==> config.mk <==
export PLATFORM = sky130hd
export DESIGN_NAME = ps2_byte_receiver_flat
export DESIGN_NICKNAME = d
export VERILOG_FILES = /design/src/rtl/ps2_pkg.sv /design/src/rtl/ps2_byte_receiver_if.sv /design/src/rtl/ps2_line_conditioner.sv /design/src/rtl/ps2_byte_receiver.sv /design/src/flat_wrapper.sv
export SDC_FILE = /design/constraint.sdc
export NUM_CORES = 1
export LEC_CHECK = 0
export BUFFER_PORTS_ARGS = -buffer_cell sky130_fd_sc_hd__buf_2
export CAP_MARGIN = 25
export CORE_MARGIN = 2
export CORE_UTILIZATION = 52
export DETAILED_ROUTE_END_ITERATION = 10
export GPL_ROUTABILITY_DRIVEN = 1
export PLACE_DENSITY_LB_ADDON = 0.15
export SYNTH_ARGS = -nofsm -noshare
export SYNTH_HDL_FRONTEND = slang
export SYNTH_HIERARCHICAL = 1
export SYNTH_SLANG_ARGS = --single-unit
==> constraint.sdc <==
create_clock -name CLK -period 1.4 [get_ports CLK]
set_clock_uncertainty 0.05 [all_clocks]
set_input_delay 0.07 -clock CLK [delete_from_list [all_inputs] [get_ports CLK]]
set_output_delay 0.07 -clock CLK [all_outputs]
set_load 0.01 [all_outputs]
==> src/rtl/ps2_pkg.sv <==
// ps2_pkg: shared definitions for the PS/2 byte receive stage.
//   state_t                 receive FSM states (IDLE, DATA, PARITY, STOP, DONE)
//   ERR_PARITY / ERR_STOP   bit positions inside BYTE_ERROR_CODE
//   DEFAULT_TIMEOUT_CYCLES  inter-edge timeout (500 us at 100 MHz)
//   DEFAULT_FILTER_LEN      stability length of the optional glitch filter
//   parity_error()          odd-parity check over data plus parity bit
package ps2_pkg;

  typedef enum logic [2:0] {
    IDLE   = 3'd0,
    DATA   = 3'd1,
    PARITY = 3'd2,
    STOP   = 3'd3,
    DONE   = 3'd4
  } state_t;

  localparam int ERR_PARITY = 0;
  localparam int ERR_STOP   = 1;

  localparam int DEFAULT_TIMEOUT_CYCLES = 50000;
  localparam int DEFAULT_FILTER_LEN     = 8;

  // PS/2 uses odd parity: data plus parity bit must hold an odd number of ones.
  function automatic logic parity_error(input logic [7:0] data, input logic par);
    return ~(^{data, par});
  endfunction

endpackage

==> src/rtl/ps2_byte_receiver_if.sv <==
// ps2_byte_receiver_if: consumer-side bundle of the PS/2 byte receiver.
//   READ_ENABLE      consumer -> receiver, permits reception
//   BYTE_READ[7:0]   last received byte, held until the next completed frame
//   BYTE_READY       one-cycle strobe, a frame has completed
//   BYTE_ERROR_CODE  {stop error, parity error}, valid with BYTE_READY, held after
//   TIMEOUT          one-cycle strobe, a frame was aborted by the inter-edge timeout
//
// Handshake: BYTE_READY is a valid-only strobe with no backpressure. The byte
// and error code are valid in the cycle BYTE_READY is high and stay stable
// until the next strobe. READ_ENABLE acts as the only flow control: while it
// is low no new frame starts and any frame in flight is abandoned silently.
interface ps2_byte_receiver_if;
  logic       READ_ENABLE;
  logic [7:0] BYTE_READ;
  logic       BYTE_READY;
  logic [1:0] BYTE_ERROR_CODE;
  logic       TIMEOUT;

  modport master (
    input  READ_ENABLE,
    output BYTE_READ,
    output BYTE_READY,
    output BYTE_ERROR_CODE,
    output TIMEOUT
  );

  modport slave (
    output READ_ENABLE,
    input  BYTE_READ,
    input  BYTE_READY,
    input  BYTE_ERROR_CODE,
    input  TIMEOUT
  );
endinterface

==> src/rtl/ps2_line_conditioner.sv <==
// ps2_line_conditioner: conditions one raw PS/2 line.
//   CLK, RESET  system clock, synchronous active-high reset
//   LINE_IN     raw asynchronous line
//   LINE_OUT    conditioned level
//   FALL        one-cycle high when LINE_OUT went 1 -> 0
// A 2-FF synchroniser always precedes the edge detector. With the macro
// PS2_GLITCH_FILTER_EN defined, a stability filter sits between them: the
// conditioned level only follows the synchroniser after FILTER_LEN
// consecutive identical samples, delaying the line by FILTER_LEN cycles.
// All state resets to 1 because both PS/2 lines idle high, so leaving reset
// never fakes a falling edge.
module ps2_line_conditioner #(
  parameter int FILTER_LEN = 8
) (
  input  logic CLK,
  input  logic RESET,
  input  logic LINE_IN,
  output logic LINE_OUT,
  output logic FALL
);

`ifdef PS2_GLITCH_FILTER_EN
  localparam bit FILTER_ON = 1'b1;
`else
  localparam bit FILTER_ON = 1'b0;
`endif

  logic sync_q1;
  logic sync_q2;
  logic cond;
  logic prev_q;

  always_ff @(posedge CLK) begin
    if (RESET) begin
      sync_q1 <= 1'b1;
      sync_q2 <= 1'b1;
    end else begin
      sync_q1 <= LINE_IN;
      sync_q2 <= sync_q1;
    end
  end

  if (FILTER_ON && FILTER_LEN >= 1) begin : g_filter
    localparam int CW = (FILTER_LEN > 1) ? $clog2(FILTER_LEN) : 1;
    logic          filt_q;
    logic [CW-1:0] cnt_q;

    // cnt_q counts how many consecutive samples have disagreed with filt_q;
    // any agreeing sample restarts the count, so short pulses vanish.
    always_ff @(posedge CLK) begin
      if (RESET) begin
        filt_q <= 1'b1;
        cnt_q  <= '0;
      end else if (sync_q2 == filt_q) begin
        cnt_q <= '0;
      end else if (cnt_q == CW'(FILTER_LEN - 1)) begin
        filt_q <= sync_q2;
        cnt_q  <= '0;
      end else begin
        cnt_q <= cnt_q + CW'(1);
      end
    end

    assign cond = filt_q;
  end else begin : g_bypass
    assign cond = sync_q2;
  end

  always_ff @(posedge CLK) begin
    if (RESET) begin
      prev_q <= 1'b1;
    end else begin
      prev_q <= cond;
    end
  end

  assign LINE_OUT = cond;
  assign FALL     = prev_q & ~cond;

endmodule

==> src/rtl/ps2_byte_receiver.sv <==
// ps2_byte_receiver: byte-level PS/2 device-to-host receive stage.
//   CLK            system clock (100 MHz)
//   RESET          synchronous active-high reset
//   CLK_MOUSE_IN   raw PS/2 clock line
//   DATA_MOUSE_IN  raw PS/2 data line
//   bus            consumer bundle (READ_ENABLE in; BYTE_READ, BYTE_READY,
//                  BYTE_ERROR_CODE, TIMEOUT out)
//   DEBUG_STATE    current receive FSM state
// Frames are 11 bits sampled on PS/2 clock falling edges: start (0), eight
// data bits LSB first, odd parity, stop (1). Parity and stop errors are
// flagged but the byte is still delivered. A frame that stalls for
// TIMEOUT_CYCLES between falling edges is abandoned with a TIMEOUT strobe.
// Optional macro PS2_GLITCH_FILTER_EN adds a FILTER_LEN stability filter to
// both lines (see ps2_line_conditioner).
module ps2_byte_receiver
  import ps2_pkg::*;
#(
  parameter int TIMEOUT_CYCLES = DEFAULT_TIMEOUT_CYCLES,
  parameter int FILTER_LEN     = DEFAULT_FILTER_LEN
) (
  input  logic                       CLK,
  input  logic                       RESET,
  input  logic                       CLK_MOUSE_IN,
  input  logic                       DATA_MOUSE_IN,
  ps2_byte_receiver_if.master        bus,
  output state_t                     DEBUG_STATE
);

  localparam int TW = (TIMEOUT_CYCLES > 1) ? $clog2(TIMEOUT_CYCLES) : 1;

  logic clk_fall;
  logic clk_level_unused;
  logic data_s;
  logic data_fall_unused;

  ps2_line_conditioner #(.FILTER_LEN(FILTER_LEN)) u_clk_cond (
    .CLK      (CLK),
    .RESET    (RESET),
    .LINE_IN  (CLK_MOUSE_IN),
    .LINE_OUT (clk_level_unused),
    .FALL     (clk_fall)
  );

  ps2_line_conditioner #(.FILTER_LEN(FILTER_LEN)) u_data_cond (
    .CLK      (CLK),
    .RESET    (RESET),
    .LINE_IN  (DATA_MOUSE_IN),
    .LINE_OUT (data_s),
    .FALL     (data_fall_unused)
  );

  state_t        state_q;
  state_t        state_d;
  logic [2:0]    bit_cnt_q;
  logic [7:0]    shift_q;
  logic          parity_q;
  logic [TW-1:0] tcnt_q;
  logic [7:0]    byte_q;
  logic [1:0]    err_q;
  logic          timeout_q;
  logic          timeout_hit;
  logic          re;

  assign re = bus.READ_ENABLE;

  // State register.
  always_ff @(posedge CLK) begin
    if (RESET) begin
      state_q <= IDLE;
    end else begin
      state_q <= state_d;
    end
  end

  // Next-state logic. Inside a frame the priority is: READ_ENABLE abort,
  // then a falling edge (so an edge arriving on the timeout cycle still
  // counts), then the timeout.
  always_comb begin
    state_d     = state_q;
    timeout_hit = 1'b0;
    unique case (state_q)
      IDLE: begin
        if (clk_fall && re && !data_s) state_d = DATA;
      end
      DATA, PARITY, STOP: begin
        if (!re) begin
          state_d = IDLE;
        end else if (clk_fall) begin
          if (state_q == DATA)        state_d = (bit_cnt_q == 3'd7) ? PARITY : DATA;
          else if (state_q == PARITY) state_d = STOP;
          else                        state_d = DONE;
        end else if (tcnt_q == TW'(TIMEOUT_CYCLES - 1)) begin
          state_d     = IDLE;
          timeout_hit = 1'b1;
        end
      end
      DONE:    state_d = IDLE;
      default: state_d = IDLE;
    endcase
  end

  // Datapath: shift register, counters and the held result registers.
  // Result registers load on the STOP edge so they are already valid in the
  // DONE cycle alongside BYTE_READY.
  always_ff @(posedge CLK) begin
    if (RESET) begin
      bit_cnt_q <= '0;
      shift_q   <= '0;
      parity_q  <= 1'b0;
      tcnt_q    <= '0;
      byte_q    <= '0;
      err_q     <= '0;
      timeout_q <= 1'b0;
    end else begin
      timeout_q <= timeout_hit;

      if (state_q == IDLE) begin
        bit_cnt_q <= '0;
      end else if (state_q == DATA && clk_fall) begin
        shift_q[bit_cnt_q] <= data_s;
        bit_cnt_q          <= bit_cnt_q + 3'd1;
      end

      if (state_q == PARITY && clk_fall) parity_q <= data_s;

      if (state_q == STOP && state_d == DONE) begin
        byte_q             <= shift_q;
        err_q[ERR_PARITY]  <= parity_error(shift_q, parity_q);
        err_q[ERR_STOP]    <= ~data_s;
      end

      if ((state_q == DATA || state_q == PARITY || state_q == STOP) && !clk_fall) begin
        tcnt_q <= tcnt_q + TW'(1);
      end else begin
        tcnt_q <= '0;
      end
    end
  end

  // Outputs.
  always_comb begin
    bus.BYTE_READY      = (state_q == DONE);
    bus.BYTE_READ       = byte_q;
    bus.BYTE_ERROR_CODE = err_q;
    bus.TIMEOUT         = timeout_q;
    DEBUG_STATE         = state_q;
  end

endmodule

==> src/flat_wrapper.sv <==
// flat-port wrapper written by rule: the top's interface ports become plain ports
module ps2_byte_receiver_flat import ps2_pkg::*;
#(
  parameter int TIMEOUT_CYCLES = DEFAULT_TIMEOUT_CYCLES,
  parameter int FILTER_LEN     = DEFAULT_FILTER_LEN
)
  (CLK, RESET, CLK_MOUSE_IN, DATA_MOUSE_IN, DEBUG_STATE, bus_READ_ENABLE, bus_BYTE_READ, bus_BYTE_READY, bus_BYTE_ERROR_CODE, bus_TIMEOUT);
  ps2_byte_receiver_if bus_i ();
  input  logic CLK;
  input  logic RESET;
  input  logic CLK_MOUSE_IN;
  input  logic DATA_MOUSE_IN;
  output state_t DEBUG_STATE;
  input wire logic [$bits(bus_i.READ_ENABLE)-1:0] bus_READ_ENABLE;
  output wire logic [$bits(bus_i.BYTE_READ)-1:0] bus_BYTE_READ;
  output wire logic [$bits(bus_i.BYTE_READY)-1:0] bus_BYTE_READY;
  output wire logic [$bits(bus_i.BYTE_ERROR_CODE)-1:0] bus_BYTE_ERROR_CODE;
  output wire logic [$bits(bus_i.TIMEOUT)-1:0] bus_TIMEOUT;
  assign bus_i.READ_ENABLE = bus_READ_ENABLE;
  assign bus_BYTE_READ = bus_i.BYTE_READ;
  assign bus_BYTE_READY = bus_i.BYTE_READY;
  assign bus_BYTE_ERROR_CODE = bus_i.BYTE_ERROR_CODE;
  assign bus_TIMEOUT = bus_i.TIMEOUT;
  ps2_byte_receiver #(.TIMEOUT_CYCLES(TIMEOUT_CYCLES), .FILTER_LEN(FILTER_LEN)) u_core (.CLK(CLK), .RESET(RESET), .CLK_MOUSE_IN(CLK_MOUSE_IN), .DATA_MOUSE_IN(DATA_MOUSE_IN), .bus(bus_i), .DEBUG_STATE(DEBUG_STATE));
endmodule
After elaboration in Yosys (flattened, before gate mapping)
Index checks and enable logic that the tools add are counted.
{"block": "word_totals", "ramBits": 0, "mem_count": 0, "mem_bits_ro": 0, "regBits": 47, "latchBits": 0, "wordCells": 62}
{"block": "classes", "n_bitwise": 8, "mul": 0, "magnitude_cmp": 2, "muxes": 12, "n_div": 0, "addsub": 2, "eq_ne": 7, "n_reduce_logical": 18, "shifts": 0}
{"op": "two-way mux 3 bit", "count": 6}
{"op": "adder 16 x 1 -> 16 bit, second input constant", "count": 1}
{"op": "equality test 16 bit, second input constant", "count": 1}
{"op": "equality test 3 bit, second input constant", "count": 3}
{"op": "XOR reduction 9 bit", "count": 1}
{"op": "bitwise mux 8 bit", "count": 1}
{"op": "logical AND 1 bit", "count": 7}
{"op": "inverter 1 bit", "count": 7}
{"op": "equality test 3 x 2 -> 1 bit, second input constant", "count": 2}
{"op": "one-hot mux 3 bit (2 select lines)", "count": 1}
{"op": "less-than comparator 3 x 4 -> 1 bit, second input constant", "count": 1}
{"op": "OR reduction 2 bit", "count": 2}
{"op": "OR reduction 4 bit", "count": 1}
{"op": "adder 3 x 1 -> 3 bit, second input constant", "count": 1}
{"op": "demux 1 bit (select 3 bit)", "count": 1}
{"op": "equality test 3 x 1 -> 1 bit, second input constant", "count": 1}
{"op": ">= comparator 3 x 1 -> 1 bit, second input constant", "count": 1}
{"op": "logical NOT 3 bit", "count": 1}
{"op": "OR reduction 3 bit", "count": 1}
{"op": "logical NOT 1 bit", "count": 2}
{"op": "logical OR 1 bit", "count": 2}
{"op": "two-way mux 1 bit", "count": 2}
{"op": "two-way mux 2 bit", "count": 1}
{"op": "AND reduction 2 bit", "count": 1}
{"op": "bitwise AND 1 bit", "count": 1}

Logic depth before layout (Yosys ltp)
{"block": "logic_depth", "word_depth": 8, "mapped_depth": 6, "depth_no_buf": 5}

By module
The synthesis kept the hierarchy.
{"module": "ps2_byte_receiver", "cells_each": 207, "instances": 1, "area_per_inst_um2": 1895.6}
{"module": "ps2_line_conditioner", "cells_each": 7, "instances": 2, "area_per_inst_um2": 85.1}

Worst setup path before layout
No wires, ideal clock.
{"block": "synth_timing", "path_type": "flip-flop to flip-flop", "startpoint": "reg u_core.tcnt_q[0]", "endpoint": "reg u_core.tcnt_q[14]", "setup_slack_ps": -172, "path_buffers": 1, "path_stages_with_launch": 7, "arrival_ps": 1452, "setup_ps": 70, "cell_sequence": "dfxtp_1 ha_1 and3_1 buf_2 nand3_1 or4_1 a21oi_1"}
{"block": "synth_via", "elab_chain_len": 1}
{"element": "start, declared", "line_no": "ps2_byte_receiver.sv:57", "text": "logic [TW-1:0] tcnt_q;"}
{"element": "start signal, assigned", "line_no": "ps2_byte_receiver.sv:133", "text": "tcnt_q <= tcnt_q + TW'(1);"}
{"element": "adder 16 x 1 -> 16 bit", "line_no": "ps2_byte_receiver.sv:133"}
Every way passes these cells.
A chain may end at the register's enable or synchronous reset.

Worst setup path after layout
{"block": "layout_timing", "startpoint": "reg u_core.tcnt_q[6]", "endpoint": "reg u_core.tcnt_q[14]"}
The elaborated chain is that of the path after synthesis.

==> qor.txt <==
Row cnt - 22
CP arrival - 1650 ps
Critical path cell sequence - and4_4 > nand4_4 > or4_4 > a21oi_2
FF-to-FF path depth - 4
Die span in x - 66.5 um
Avg Inst Size Synth - 9.33 um2
Hold slack final - -2.54 ps
Via density - 5.28
Synth Instances - 218
Mapped Area - 0.00203 mm2
GRT Overall Usage - 0.207
Area delta synth->final - 28.9%
Worst-margin pin slew - 341 ps
PnR worst setup slack - -63.0 ps
Combinational share of power - 0.021
Nets@finish - 278
Drt drc - 0
Clk buf depth - 2
Core area - 0.00372 mm2
DRT Wirelength - 4140 um
Final Cycle Share - 1.04
HP Class - primary input to flip-flop
Max-cap violations - 0
Clk Latency, worst-skew pair - 290 ps
Sink Count - 47
NetSw - 0.000432 W
Leakage power - 1.04 nW
Final worst path period need - 1460 ps
Layout filler cell count - 294
Int Power - 0.00170 W
Synthesis Warnings - 6
Min-delay src - RESET
VDD IR-drop max - 0.648 mV
Worst-path fanout max - 5
Diodes inserted - 0
HPWL after detailed placement - 2800 um
Sequential power share - 0.632
CP required - 1590 ps
Clk network pwr share - 0.347
Antenna violations before repair - 0
Post-Syn Nets - 226
IO Count - 20
Detail Route Antenna Nets - 0
Slew HR - 0.772
First drt pass iteration count - 4
CP max-delay cell - or4_4
P per Cell Area - 812 mW/mm2
Max-slew violations - 0
Crit-path max cell delay - 500 ps
Failing checks - hold timing, setup timing
GP Congestion - 0.795
Met3 Usage GRT - 0.0456
Drt initial violations - 99
Reg2reg setup slack - -60 ps
Final hold violations - 2
Clock Pin Slew Worst Setup and Hold Paths - 80 ps
Die H - 66.5 um
Status - finished, violations left
Unrepaired setup endpoints after global routing - yes
DIE AREA - 0.00443 mm2
First-pass GRT wire length - 6920 um
Startpoint Class - flip-flop
Sw Share - 0.203
Gr busiest metal - met2
Root Buffer - clkbuf_8
Met2 global-route usage - 0.318
Worst hold path endpoint - u_core/u_data_cond/LINE_OUT
Start of the worst register-to-register path - u_core/tcnt_q[6]
R2r endpoint - u_core/tcnt_q[14]
Final Cell Area - 0.00262 mm2
Fmax - 0.684 GHz
CTS tree - built
Post-DP Area - 0.00241 mm2
Port Buf Inserts - 19
Met1 usage - 0.291
Kind of critical path - flip-flop to flip-flop
Initial core utilization - 0.547
DR WL/cell - 13.1 um
Min-Delay Path Depth - 2
Crit. End Element - flip-flop
H-tree Lvls - 2
Remaining Overflow, GRT - 0
Vias in the first global route - 1538
Largest net degree at the start of global routing - 21
Fraction of layout instances using a drive strength above 1 - 0.361
CTS buffer count - 5
Vias - 1675
Worst slack, placed - -80.9 ps
Final setup fails - 7
worst max-delay path by stage:
stage / start / to / cells after the start
3_5_place_dp: u_core/u_clk_cond/prev_q / u_core/shift_q[2] / 5
5_1_grt: u_core/u_clk_cond/prev_q / u_core/shift_q[7] / 6
3_3_place_gp: u_core/tcnt_q[2] / u_core/tcnt_q[13] / 4
2_1_floorplan: u_core/tcnt_q[1] / u_core/tcnt_q[14] / 6
6_report: u_core/tcnt_q[6] / u_core/tcnt_q[14] / 4
4_1_cts: u_core/tcnt_q[6] / u_core/tcnt_q[15] / 4
area by class of cell:
cell class / count / area, um2 / share of cell area
Multi-Input combinational cell: 158 / 1140 / 0.434
Sequential cell: 47 / 953 / 0.364
Timing Repair Buffer: 56 / 389 / 0.148
Clock buffer: 6 / 72.6 / 0.0277
Tap cell: 48 / 60.1 / 0.0229
Inverter: 2 / 7.51 / 0.00286
worst max-delay path, delay by kind of cell (launching register included):
family | cells | cell delay, ps
DFF | 1 | 330
AOI/OAI and AO/OA | 1 | 140
and+or+nand+nor | 3 | 880
routing by layer:
metal,wire length (um),vias up
li1,-,854
met1,2060,781
met2,1880,35
met3,170,5
met4,35,0
met5,0,-
repair_timing:
item,4_1_cts,5_1_grt
hold buffers,2,0
pin swaps,8,10
endpoints found under the hold margin,2,0
endpoints found under the setup margin,8,24
buffers inserted,2,1
resized for setup,7,19
power by group through the flow:
| stage | Clock (W) | Combinational [W] | Sequential (W) |
|---|---|---|---|
| floorplan | 0 | 0.0000214 | 0.00137 |
| global placement | 0 | 0.0000399 | 0.00138 |
| detailed placement | 0 | 0.0000402 | 0.00138 |
| CTS | 0.000768 | 0.0000452 | 0.00134 |
| global route | 0.000820 | 0.0000504 | 0.00134 |
| finish | 0.000739 | 0.0000450 | 0.00134 |
sequential cells by signal, summed over array words and instances, names as in the netlist:
signal,cells
u_core/u_clk_cond/sync_q1,1
u_core/parity_q,1
u_core/u_data_cond/sync_q1,1
u_core/DEBUG_STATE,3
u_core/u_data_cond/LINE_OUT,1
u_core/tcnt_q,16
u_core/bus.TIMEOUT,1
u_core/u_clk_cond/prev_q,1
u_core/bus.BYTE_ERROR_CODE,2
u_core/bus.BYTE_READ,8
u_core/bit_cnt_q,3
u_core/u_clk_cond/LINE_OUT,1
u_core/shift_q,8
per-stage QoR:
step            util  cells  setup TNS, ps  power (W)
2_1_floorplan      -    218          -56.2    0.00140
3_3_place_gp   0.649    306          -19.2    0.00141
3_5_place_dp   0.649    306           -260    0.00142
4_1_cts        0.686    316           -209    0.00216
5_1_grt        0.705    317           -927    0.00222
6_report       0.705    317           -252    0.00213
cells in the final DEF, fill, tap and decap left out, drive strengths merged:
cell,n
nand4,7
nand4b,3
ha,3
a211oi,2
xor2,7
a21oi,17
xnor3,1
mux2i,11
nor4bb,3
dlygate4sd3,2
xnor2,9
nand2,21
and3,3
and4,3
o21ai,4
or3,3
dfxtp,47
o31ai,2
buf,54
and4bb,2
nor4b,2
nand3b,3
and3b,1
nand2b,1
nor2,29
nand3,6
nor3,1
or4,2
nor2b,3
clkbuf,6
nor4,1
or2,6
inv,2
and2,2
(Power assumes the default switching activity.)
